$ cat src/rtl/space_wire_tx_packet_feeder_pkg.sv
// Shared constants and types for the SpaceWire TX packet feeder.
// End-marker codes, FSM state encoding and the saturating statistic helper.
package space_wire_pkg;

  localparam logic [7:0] SPW_EOP = 8'h00;
  localparam logic [7:0] SPW_EEP = 8'h01;

  typedef enum logic [1:0] {
    ST_IDLE  = 2'd0,
    ST_SEND  = 2'd1,
    ST_TRUNC = 2'd2,
    ST_FLUSH = 2'd3
  } feeder_state_t;

  function automatic logic [7:0] sat_inc8(input logic [7:0] value);
    return (value == 8'hFF) ? 8'hFF : value + 8'd1;
  endfunction

endpackage

$ cat src/rtl/space_wire_tx_packet_feeder.sv
// Drains a show-ahead FIFO of 9-bit SpaceWire characters into the link TX handshake,
// truncating over-long packets with EEP and flushing to the next end marker after an abort.
module space_wire_tx_packet_feeder
  import space_wire_pkg::*;
#(
  parameter logic [15:0] C_MAX_PKT_LEN = 16'd1024
) (
  input  logic        i_clk,
  input  logic        i_reset,
  input  logic        i_link_running,
  input  logic        i_fifo_empty,
  input  logic [8:0]  i_fifo_data,
  output logic        o_fifo_rden,
  output logic        o_tx_data_en,
  output logic [7:0]  o_tx_data,
  output logic        o_tx_data_control_flag,
  input  logic        i_tx_ready,
  output logic        o_busy,
  output logic [15:0] o_pkt_count,
  output logic [7:0]  o_abort_count
);

  localparam int CW = $clog2(int'(C_MAX_PKT_LEN) + 1);
  localparam logic [CW-1:0] MAX_CNT = CW'(C_MAX_PKT_LEN);

  feeder_state_t state_r;
  logic [8:0]    hold_r;
  logic          tx_en_r;
  logic [CW-1:0] byte_cnt_r;
  logic [15:0]   pkt_count_r;
  logic [7:0]    abort_count_r;

  logic          xfer_s;
  logic          load_ok_s;
  logic [CW-1:0] cnt_after_s;
  logic          trunc_s;
  logic          rden_s;

  // Pop decision must be combinational: the FIFO is show-ahead and the head is consumed this cycle.
  always_comb begin
    xfer_s      = tx_en_r & i_tx_ready;
    load_ok_s   = ~i_fifo_empty & i_link_running;
    cnt_after_s = byte_cnt_r;
    if (state_r == ST_SEND && xfer_s) begin
      if (hold_r[8]) begin
        cnt_after_s = '0;
      end else begin
        cnt_after_s = byte_cnt_r + CW'(1);
      end
    end else begin
      cnt_after_s = byte_cnt_r;
    end
    // A data head with the packet already at its limit is truncated instead of popped.
    trunc_s = load_ok_s & ~i_fifo_data[8] & (cnt_after_s == MAX_CNT);
    rden_s  = 1'b0;
    case (state_r)
      ST_IDLE:  rden_s = load_ok_s & ~trunc_s;
      ST_SEND:  rden_s = xfer_s & load_ok_s & ~trunc_s;
      ST_TRUNC: rden_s = 1'b0;
      ST_FLUSH: rden_s = ~i_fifo_empty;
      default:  rden_s = 1'b0;
    endcase
    if (i_reset) begin
      rden_s = 1'b0;
    end else begin
      rden_s = rden_s;
    end
  end

  // Framing FSM, holding register and statistics.
  always_ff @(posedge i_clk) begin
    if (i_reset) begin
      state_r       <= ST_IDLE;
      hold_r        <= 9'h000;
      tx_en_r       <= 1'b0;
      byte_cnt_r    <= '0;
      pkt_count_r   <= 16'd0;
      abort_count_r <= 8'd0;
    end else begin
      case (state_r)
        ST_IDLE: begin
          if (byte_cnt_r != '0 && !i_link_running) begin
            abort_count_r <= sat_inc8(abort_count_r);
            byte_cnt_r    <= '0;
            state_r       <= ST_FLUSH;
          end else if (rden_s) begin
            hold_r  <= i_fifo_data;
            tx_en_r <= 1'b1;
            state_r <= ST_SEND;
          end else if (trunc_s) begin
            hold_r  <= {1'b1, SPW_EEP};
            tx_en_r <= 1'b1;
            state_r <= ST_TRUNC;
          end
        end
        ST_SEND: begin
          if (xfer_s) begin
            byte_cnt_r <= cnt_after_s;
            if (hold_r[8] && hold_r[7:0] == SPW_EOP) begin
              pkt_count_r <= pkt_count_r + 16'd1;
            end
            if (rden_s) begin
              hold_r <= i_fifo_data;
            end else if (trunc_s) begin
              hold_r  <= {1'b1, SPW_EEP};
              state_r <= ST_TRUNC;
            end else begin
              hold_r  <= 9'h000;
              tx_en_r <= 1'b0;
              state_r <= ST_IDLE;
            end
          end else if (!i_link_running) begin
            // Unsent character is dropped; an end marker needs no flush behind it.
            hold_r        <= 9'h000;
            tx_en_r       <= 1'b0;
            abort_count_r <= sat_inc8(abort_count_r);
            byte_cnt_r    <= '0;
            state_r       <= hold_r[8] ? ST_IDLE : ST_FLUSH;
          end
        end
        ST_TRUNC: begin
          if (xfer_s || !i_link_running) begin
            hold_r        <= 9'h000;
            tx_en_r       <= 1'b0;
            abort_count_r <= sat_inc8(abort_count_r);
            byte_cnt_r    <= '0;
            state_r       <= ST_FLUSH;
          end
        end
        ST_FLUSH: begin
          if (!i_fifo_empty && i_fifo_data[8]) begin
            state_r <= ST_IDLE;
          end
        end
        default: begin
          hold_r  <= 9'h000;
          tx_en_r <= 1'b0;
          state_r <= ST_IDLE;
        end
      endcase
    end
  end

  assign o_fifo_rden            = rden_s;
  assign o_tx_data_en           = tx_en_r;
  assign o_tx_data              = hold_r[7:0];
  assign o_tx_data_control_flag = hold_r[8];
  assign o_busy                 = (state_r != ST_IDLE) | (byte_cnt_r != '0);
  assign o_pkt_count            = pkt_count_r;
  assign o_abort_count          = abort_count_r;

endmodule

$ cat config.mk
export PLATFORM = sky130hd
export DESIGN_NAME = space_wire_tx_packet_feeder
export DESIGN_NICKNAME = d
export VERILOG_FILES = /design/src/rtl/space_wire_tx_packet_feeder_pkg.sv /design/src/rtl/space_wire_tx_packet_feeder.sv
export SDC_FILE = /design/constraint.sdc
export NUM_CORES = 1
export LEC_CHECK = 0
export ABC_AREA = 1
export BUFFER_PORTS_ARGS = -buffer_cell sky130_fd_sc_hd__buf_2
export CORE_MARGIN = 2
export CORE_UTILIZATION = 40
export CTS_CLUSTER_SIZE = 28
export DETAILED_ROUTE_END_ITERATION = 6
export GPL_ROUTABILITY_DRIVEN = 0
export GPL_TIMING_DRIVEN = 1
export MAX_ROUTING_LAYER = met4
export PLACE_DENSITY = 0.6
export SYNTH_ARGS = -nofsm -noshare
export SYNTH_HDL_FRONTEND = slang
export SYNTH_SLANG_ARGS = --single-unit
$ cat constraint.sdc
create_clock -name i_clk -period 2.1 [get_ports i_clk]
set_clock_uncertainty 0.1 [all_clocks]
set_input_delay 0.21 -clock i_clk [delete_from_list [all_inputs] [get_ports i_clk]]
set_output_delay 0.21 -clock i_clk [all_outputs]
set_load 0.02 [all_outputs]
---- After elaboration in Yosys (flattened, before gate mapping) ----
Cells that the tools add are included.
storage, ports and cells
  memories kept ........................... 0
  bits in writable memories ............... 0
  memory bits (read-only) ................. 0
  bits in latches ......................... 0
  input bits .............................. 14
  bits in registers ....................... 47
cells by class
  div/mod/pow operators ................... 0
  bitwise operators ....................... 11
  add/sub/neg operators ................... 3
  reduce and logical (&&, ||, !) cells .... 18
  multipliers ............................. 0
  shift-type cells ........................ 0
  magnitude comparators ................... 0
  equal/unequal tests ..................... 16
  mux-type cells .......................... 44
operator list
  operator                                       count
  2-to-1 mux 9 bit                               8
  2-to-1 mux 11 bit                              6
  2-to-1 mux 8 bit                               5
  one-hot mux 11 bit (3 select lines)            1
  one-hot mux 9 bit (3 select lines)             1
  one-hot mux 8 bit (3 select lines)             1
  2-to-1 mux 2 bit                               10
  adder 16 x 1 -> 16 bit, second input constant  1
  AND reduction 5 bit                            3
  inequality test 2 bit, second input constant   6
  inequality test 3 bit, second input constant   4
  adder 11 x 1 -> 11 bit, second input constant  1
  == test 11 bit, second input constant          1
  nonzero test 11 bit                            1
  2-to-1 mux 1 bit                               9
  adder 8 x 1 -> 8 bit, second input constant    1
  == test 8 bit, second input constant           1
  logical NOT 8 bit                              1
  one-hot mux 2 bit (4 select lines)             1
  bitwise AND 1 bit                              7
  AND reduction 7 bit                            1
  == test 2 bit, second input constant           2
  logical AND 1 bit                              4
  inequality test 4 bit, second input constant   1
  other kinds (12)                               15

---- Depth between registers and ports, before layout ----
Gate-level depths: netlist of run 1.
  depth after elaboration ................. 12
  gate-level depth with buffers ........... 19
  mapped depth without buffers ............ 18

---- Worst setup path before layout of run 1 ----
No wires, ideal clock.
  path kind ............................... register to register
  start point ............................. reg state_r[1]
  end point ............................... reg hold_r[8]
  arrival ................................. 2.100 ns
  data required time ...................... 1.886 ns
  clock period less this slack ............ 2.314 ns
  buffers on the path ..................... 1
  path slack .............................. -0.214 ns
  setup time .............................. 0.114 ns
  cell stages (with the launch flop) ...... 19
  cells stage by stage .................... dfxtp_1 -> inv_1 -> ha_1 -> nand3_4 -> nor2_4 -> nand3_2 -> nor2_2 -> nand2_1 -> nand2_1 -> nor2_2 -> nand3_2 -> nand2_2 -> nand2_4 -> nand2_4 -> buf_6 -> inv_1 -> nand2_1 -> a21oi_1 -> nor2_1
on the way
  word-level cells in the longest chain between the ends .. 12
ends and longest elaborated chain
  item                                  line                                                                   text
  start, declared                       space_wire_tx_packet_feeder.sv:26                                      feeder_state_t state_r;
  start signal, assigned                space_wire_tx_packet_feeder.sv:118                                     state_r <= hold_r[8] ? ST_IDLE : ST_FLUSH;
  == test 2 x 1 -> 1 bit                space_wire_tx_packet_feeder.sv:44, space_wire_tx_packet_feeder.sv:56
  logical AND 1 bit                     space_wire_tx_packet_feeder.sv:44                                      if (state_r == ST_SEND && xfer_s) begin
  2-to-1 mux 11 bit                     space_wire_tx_packet_feeder.sv:44
  == test 11 bit                        space_wire_tx_packet_feeder.sv:54                                      trunc_s = load_ok_s & ~i_fifo_data[8] & (cnt_after_s == MAX_CNT);
  bitwise AND 1 bit                     space_wire_tx_packet_feeder.sv:54
  NOT 1 bit                             space_wire_tx_packet_feeder.sv:57, space_wire_tx_packet_feeder.sv:58
  bitwise AND 1 bit (on tied branches)  space_wire_tx_packet_feeder.sv:58, space_wire_tx_packet_feeder.sv:57
  one-hot mux 1 bit (4 select lines) *  space_wire_tx_packet_feeder.sv:56                                      case (state_r)
  2-to-1 mux 1 bit *                    space_wire_tx_packet_feeder.sv:63                                      if (i_reset) begin
  via o_fifo_rden                       space_wire_tx_packet_feeder.sv:13                                      output logic o_fifo_rden,
  2-to-1 mux 9 bit (on tied branches)   space_wire_tx_packet_feeder.sv:102, space_wire_tx_packet_feeder.sv:86
  2-to-1 mux 9 bit (on tied branches)   space_wire_tx_packet_feeder.sv:97, space_wire_tx_packet_feeder.sv:82
  one-hot mux 9 bit (3 select lines)    space_wire_tx_packet_feeder.sv:80                                      case (state_r)
  end signal, assigned                  space_wire_tx_packet_feeder.sv:87                                      hold_r <= i_fifo_data;
  end signal, assigned                  space_wire_tx_packet_feeder.sv:103                                     hold_r <= i_fifo_data;
  end signal, assigned                  space_wire_tx_packet_feeder.sv:105                                     hold_r <= {1'b1, SPW_EEP};
  end, declared                         space_wire_tx_packet_feeder.sv:27                                      logic [8:0] hold_r;
The timed path passes the listed nets; every way through them passes the cells marked *. The select of a mux whose other input is x is not followed.
A chain may end at the register's enable or synchronous reset.

---- Worst setup path in the final report of run 1 ----
  start point ............................. reg state_r[1]
  end point ............................... out o_fifo_rden
on the way
  word-level cells in the longest chain between the ends .. 9
ends and longest elaborated chain
  item                                  line
  == test 2 x 1 -> 1 bit                space_wire_tx_packet_feeder.sv:44, space_wire_tx_packet_feeder.sv:56
  logical AND 1 bit                     space_wire_tx_packet_feeder.sv:44
  2-to-1 mux 11 bit                     space_wire_tx_packet_feeder.sv:44
  == test 11 bit                        space_wire_tx_packet_feeder.sv:54
  bitwise AND 1 bit                     space_wire_tx_packet_feeder.sv:54
  NOT 1 bit                             space_wire_tx_packet_feeder.sv:57, space_wire_tx_packet_feeder.sv:58
  bitwise AND 1 bit (on tied branches)  space_wire_tx_packet_feeder.sv:58, space_wire_tx_packet_feeder.sv:57
  one-hot mux 1 bit (4 select lines) *  space_wire_tx_packet_feeder.sv:56
  2-to-1 mux 1 bit *                    space_wire_tx_packet_feeder.sv:63
  end, declared                         space_wire_tx_packet_feeder.sv:13
Every way passes the cells marked *; elsewhere a longest branch is shown, timed or not.

==> results.cfg, run 1 <==
[placed_design]
place_hpwl_mm = 5.764
post-place-ws_ns = -0.2501
port_buffers = 49

[critical_path]
crit_fanout = 6
critPathKind = reg -> out
worstRegToRegCells = 17
startpoint_type = flip-flop
critical-path-top-delay-family = simple AND/OR/NAND/NOR gates
timing.rr.end = hold_r[0]
critPathSlowestCell = dfxtp_2
crit_path_max_incr_delay_ns = 0.33
worst-endpoint-required_ns = 1.79
path_cells = inv_2 > ha_4 > nand3_4 > nor2_4 > nand3_2 > nand3_2 > nand2_1 > nor2_2 > nand3_2 > nand2_2 > nand2_4 > nand2_8 > clkinvlp_4 > buf_6
crit_top_cell = nand3_2
endpoint_kind = output pin
r2r_start = state_r[1]
critPathBufInv = 3
cp_data_arrival_time_ns = 2.19
regToRegSetupSlack_ns = -0.35

[route]
via_per_inst = 4.945
wl_per_cell_um = 12.83
drtAntennaViolNets = 0
first_pass_iters = 4
num_vias = 3298
drc = 0
routed_wl_mm = 8.559
drtIter0Drc = 144

[clocking]
cts_buffers = 5
holdBufCountCts = 0
cts_tree = done
cts_root_buf = clkbuf_8
clk_pin_slew_ns = 0.09
clk_path_buf_depth = 2
htreeDepth = 2
cts.sinks = 47
clk_latency_ns = 0.30

[timing]
hold_viol = 0
min_period_ns = 2.502
fin_setup_tns_ns = -4.616
fin_ws_ns = -0.4021
fmax_mhz = 399.7
hold_slack_ns = 0.1331
rsz0062_at_grt = true
tightest_slew_ns = 0.4758
timing.final.crit_share_pct = 119.1
drv_slew = 0
setup_viol = 22
slew_headroom_pct = 67.98

[hold_path]
hp-start = i_fifo_data[0]
min_path_cells = 4
min_to = hold_r[0]
hold_path_class = in -> reg

[logic_synthesis]
syn_inst = 439
syn_nets = 462
netlist_area_um2 = 2858
yosysWarnings = 0
synth-seq-cells = 47
syn_area_per_cell_um2 = 6.510
yosysSeqAreaShare_pct = 32.92
synth_cell_types = 35

[die]
dieWidth_um = 88.53
die_y_um = 88.53
row_count = 30
initial_core_util_pct = 41.60
num_io_pins = 50
core_area_um2 = 6869
die_area_um2 = 7837

[power_and_ir_drop]
vdd_drop_max_mv = 0.9477
p_per_area_nw_per_um2 = 991.0
leakagePower_uw = 0.001963

[cells_and_area]
final_common_cell = nand2_1
nFillCells = 631
most-common-layout-cells = nand2_1, buf_4, nor2_1
multi_input_area_um2 = 2036
regArea_um2 = 953.4
drive_above_1_share_pct = 42.38
area_delta_synth_final_pct = 53.77
antenna_cells = 0
nets = 593

[run_status]
status = finished with violations
violations = setup timing

[run]
max-cap-violations = 0

[global_route]
grt-ovfl-total = 0
grt_pass1_wl_mm = 13.39
antenna_found_initial = 0
grt_util_all_layers_pct = 21.97
grt_pass1_vias = 3060
grt_max_degree = 25
-- repair_timing --
item	4_1_cts	5_1_grt
gates resized for setup	44	72
endpoints found under the setup margin	32	44
gates cloned	2	2
pin swaps	15	33
buffers inserted	13	9
-- worst max-delay path by stage --
stage,from,endpoint,slack (ns),cells after the start
after floorplan,state_r[1],hold_r[8],-0.08,18
after global placement,state_r[1],hold_r[6],-0.22,17
after detailed placement,state_r[1],hold_r[7],-0.25,17
after CTS,state_r[1],o_fifo_rden,-0.36,14
after global routing,state_r[1],o_fifo_rden,-0.51,14
final,state_r[1],o_fifo_rden,-0.40,14
-- through the flow --
stage,cells,util (%),instance area [µm²],power (µW)
final,667,63.97,4394,4355
after global routing,667,63.97,4394,4690
after CTS,660,59.24,4069,3953
after detailed placement,637,53.37,3666,3069
after global placement,637,53.37,3666,3060
after floorplan,439,-,2882,2389
-- power breakdown --
| group | switching (µW) | leakage, µW | total (µW) | internal [µW] |
|---|---|---|---|---|
| registers | 88.5 | 0.000384 | 1110 | 1020 |
| clock network | 329 | 0.0000581 | 684 | 355 |
| logic | 1490 | 0.00152 | 2560 | 1070 |
| total | 1910 | 0.00196 | 4350 | 2440 |
-- worst min-delay path: stages --
cell and delay [ns]:
buf_2 0.08, or2_2 0.10, a21oi_2 0.05, nor2_1 0.07
-- sequential cells by signal, indices dropped and copies added (netlist names) --
register and flops:
byte_cnt_r 11, hold_r 9, o_abort_count 8, o_pkt_count 16, o_tx_data_en 1, state_r 2
-- layer usage --
| metal | share of wire [%] | vias to the layer above | GRT usage [%] |
|---|---|---|---|
| li1 | - | 1693 | - |
| met1 | 46 | 1524 | 27.54 |
| met2 | 50 | 74 | 37.53 |
| met3 | 3.4 | 7 | 3.265 |
| met4 | 0.77 | 0 | 4.821 |
| met5 | 0 | - | - |
-- cells in the mapped netlist --
master	number	share of area (%)
a21oi_1	23	4.0
a2111oi_0	1	0.31
a31oi_1	5	1.1
nand3_4	2	1.2
nand2_2	1	0.22
nand4_1	9	2.0
buf_6	3	1.2
xor2_1	2	0.61
or3_1	1	0.22
ha_1	9	3.9
nor3_1	17	3.0
clkbuf_4	1	0.26
or2_2	2	0.44
a41oi_1	1	0.31
inv_2	2	0.26
nor2_1	72	9.5
o21ai_0	16	2.8
a21oi_2	1	0.31
inv_1	63	8.3
xnor2_1	2	0.61
nor3b_1	2	0.53
nor2_2	4	0.88
nand3b_2	1	0.39
nand2_4	3	1.2
buf_2	2	0.35
nand3_1	38	6.7
nand3_2	2	0.70
nor2_4	2	0.79
o21ai_1	1	0.17
nor4_1	4	0.88
clkbuf_1	4	0.53
nand2_1	89	12
a211oi_1	4	1.1
a22oi_1	3	0.79
dfxtp_1	47	33
-- area by class of cell --
class,instances,area share [%]
multi-input combinational,321,46.33
sequential,47,21.70
timing repair buffer,130,20.99
inverter,65,5.695
tap,96,2.733
clock buffer,5,1.566
clock inverter,3,0.9966
-- logic make-up (layout without fill, tap and decap cells) --
| logic type | after synthesis | in the layout | share of synthesized area [%] |
|---|---|---|---|
| DFF | 47 | 47 | 32.92 |
| adders and majority gates | 9 | 9 | 3.941 |
| AOI/OAI and AO/OA | 55 | 55 | 10.86 |
| buffers and inverters | 75 | 203 | 10.86 |
| and+or+nand+nor | 249 | 253 | 40.19 |
| xor gates and xnor gates | 4 | 4 | 1.226 |
(Power assumes the default switching activity.)
==> run 2: changes to the inputs <==
--- a/config.mk
+++ b/config.mk
@@ -15,6 +15,7 @@
 export GPL_TIMING_DRIVEN = 1
 export MAX_ROUTING_LAYER = met4
 export PLACE_DENSITY = 0.6
+export RECOVER_POWER = 50
 export SYNTH_ARGS = -nofsm -noshare
 export SYNTH_HDL_FRONTEND = slang
 export SYNTH_SLANG_ARGS = --single-unit
==> run 2 against run 1 <==
Against the previous run: the flow still finishes with violations (setup timing); routed wire length is essentially flat; combinational power is essentially flat; final area shrank 0.77%; sequential share of layout area grew 0.17 points; critical endpoint unchanged; largest power group unchanged.
==> results.cfg, run 2 (same netlist as run 1, synthesis figures left out) <==
[run_status]
status = finished with violations
violations = setup timing

[global_route]
grt_pass1_vias = 3060
grt_max_degree = 25
grt_util_all_layers_pct = 21.97
antenna_found_initial = 0
grt-ovfl-total = 0
grt_pass1_wl_mm = 13.39

[timing]
hold_viol = 0
fin_ws_ns = -0.3991
fin_setup_tns_ns = -4.609
tightest_slew_ns = 0.4767
min_period_ns = 2.499
fmax_mhz = 400.2
slew_headroom_pct = 67.93
setup_viol = 22
rsz0062_at_grt = true
drv_slew = 0
timing.final.crit_share_pct = 119.0

[cells_and_area]
most-common-layout-cells = nand2_1, buf_4, nor2_1
nFillCells = 648
largest_reg_flops = 16
antenna_cells = 0
final_common_cell = nand2_1
drive_above_1_share_pct = 37.65
nets = 593
finish.utilization_pct = 63.48
fin_cells = 667
area_delta_synth_final_pct = 52.58

[clocking]
cts_buffers = 5
htreeDepth = 2
cts.sinks = 47
clk_latency_ns = 0.30
clk_pin_slew_ns = 0.09
cts_tree = done
clk_path_buf_depth = 2
cts_root_buf = clkbuf_8

[route]
wl_per_cell_um = 12.83
via_per_inst = 4.892
first_pass_iters = 4
num_vias = 3263
drtAntennaViolNets = 0
drc = 0
routed_wl_mm = 8.557
drtIter0Drc = 153

[critical_path]
cp.depth = 14
critPathBufInv = 3
endpoint_kind = output pin
critPathSlowestCell = dfxtp_2
timing.rr.end = hold_r[0]
startpoint_type = flip-flop
path_cells = inv_2 > ha_4 > nand3_4 > nor2_4 > nand3_2 > nand3_2 > nand2_1 > nor2_2 > nand3_2 > nand2_2 > nand2_4 > nand2_8 > clkinvlp_4 > buf_6
r2r_start = state_r[1]
worst-endpoint-required_ns = 1.79
cp_data_arrival_time_ns = 2.19
critPathKind = reg -> out
regToRegSetupSlack_ns = -0.35
crit_fanout = 6
critical-path-top-delay-family = simple AND/OR/NAND/NOR gates
crit_top_cell = nand3_2
worstRegToRegCells = 17
crit_path_max_incr_delay_ns = 0.33

[hold_path]
hold_path_class = in -> reg
min_to = hold_r[0]
min_path_cells = 4
hp-start = i_fifo_data[0]

[die]
die_area_um2 = 7837
initial_core_util_pct = 41.60
dieWidth_um = 88.53
die_y_um = 88.53
row_count = 30
core_area_um2 = 6869
num_io_pins = 50

[placed_design]
port_buffers = 49
post-place-ws_ns = -0.2501
dp.cells = 637
place_hpwl_mm = 5.764

[power_and_ir_drop]
p_per_area_nw_per_um2 = 994.1
p_total_uw = 4335
leakagePower_uw = 0.001849
vdd_drop_max_mv = 0.9448

[run]
max-cap-violations = 0
## run 2: how the worst max path moves through the flow
| stage | start | end | slack [ns] |
|---|---|---|---|
| final | state_r[1] | o_fifo_rden | -0.40 |
| after global routing | state_r[1] | o_fifo_rden | -0.51 |
| after global placement | state_r[1] | hold_r[6] | -0.22 |
| after floorplan | state_r[1] | hold_r[8] | -0.08 |
| after detailed placement | state_r[1] | hold_r[7] | -0.25 |
| after CTS | state_r[1] | o_fifo_rden | -0.36 |
## run 2: area by class of cell
class                   count  area [µm²]  share of cell area [%]
flip-flops and latches     47       953.4                   21.87
repair buffers            130       888.4                   20.37
inverters                  65       250.2                   5.739
multi-input cells         321        2036                   46.69
clock buffers               5       68.82                   1.578
clock inverters             3       43.79                   1.004
well taps                  96       120.1                   2.755
## run 2: metal layers
layer,GRT usage [%],part of all wire (%)
met5,-,0
met4,4.821,0.77
met3,3.265,4.3
met2,37.53,50
met1,27.54,45
## run 2: power breakdown
| group | internal (µW) | total, µW | switching (µW) |
|---|---|---|---|
| clock network | 355 | 684 | 329 |
| logic | 1050 | 2540 | 1490 |
| registers | 1020 | 1110 | 89.3 |
## run 2: repair_timing
item | 4_1_cts | 5_1_grt
hold buffers | 0 | 0
gates resized for setup | 44 | 72
hold endpoints to repair | 0 | 0
cloned | 2 | 2
setup buffers | 13 | 9
endpoints found under the setup margin | 32 | 44
pin swaps | 15 | 33
## run 2: through the flow
| stage | hold slack, ns | cell area [µm²] |
|---|---|---|
| detailed placement | 0.3781 | 3666 |
| floorplan | 0.3333 | 2882 |
| CTS | 0.1278 | 4069 |
| global placement | 0.3729 | 3666 |
| finish | 0.1368 | 4360 |
| global route | 0.1410 | 4360 |
## run 2: worst reg2reg max path: stages (launching register included)
cell,delay (ns)
dfxtp_2,0.33
inv_2,0.07
ha_4,0.14
nand3_4,0.15
nor2_4,0.27
nand2_1,0.09
nand2_1,0.10
nand3_2,0.06
nand2_1,0.08
nor2_2,0.05
nand3_2,0.09
nand2_2,0.06
nand2_4,0.08
nand2_8,0.06
buf_6,0.15
or2_2,0.28
a21oi_2,0.15
nor2_1,0.04
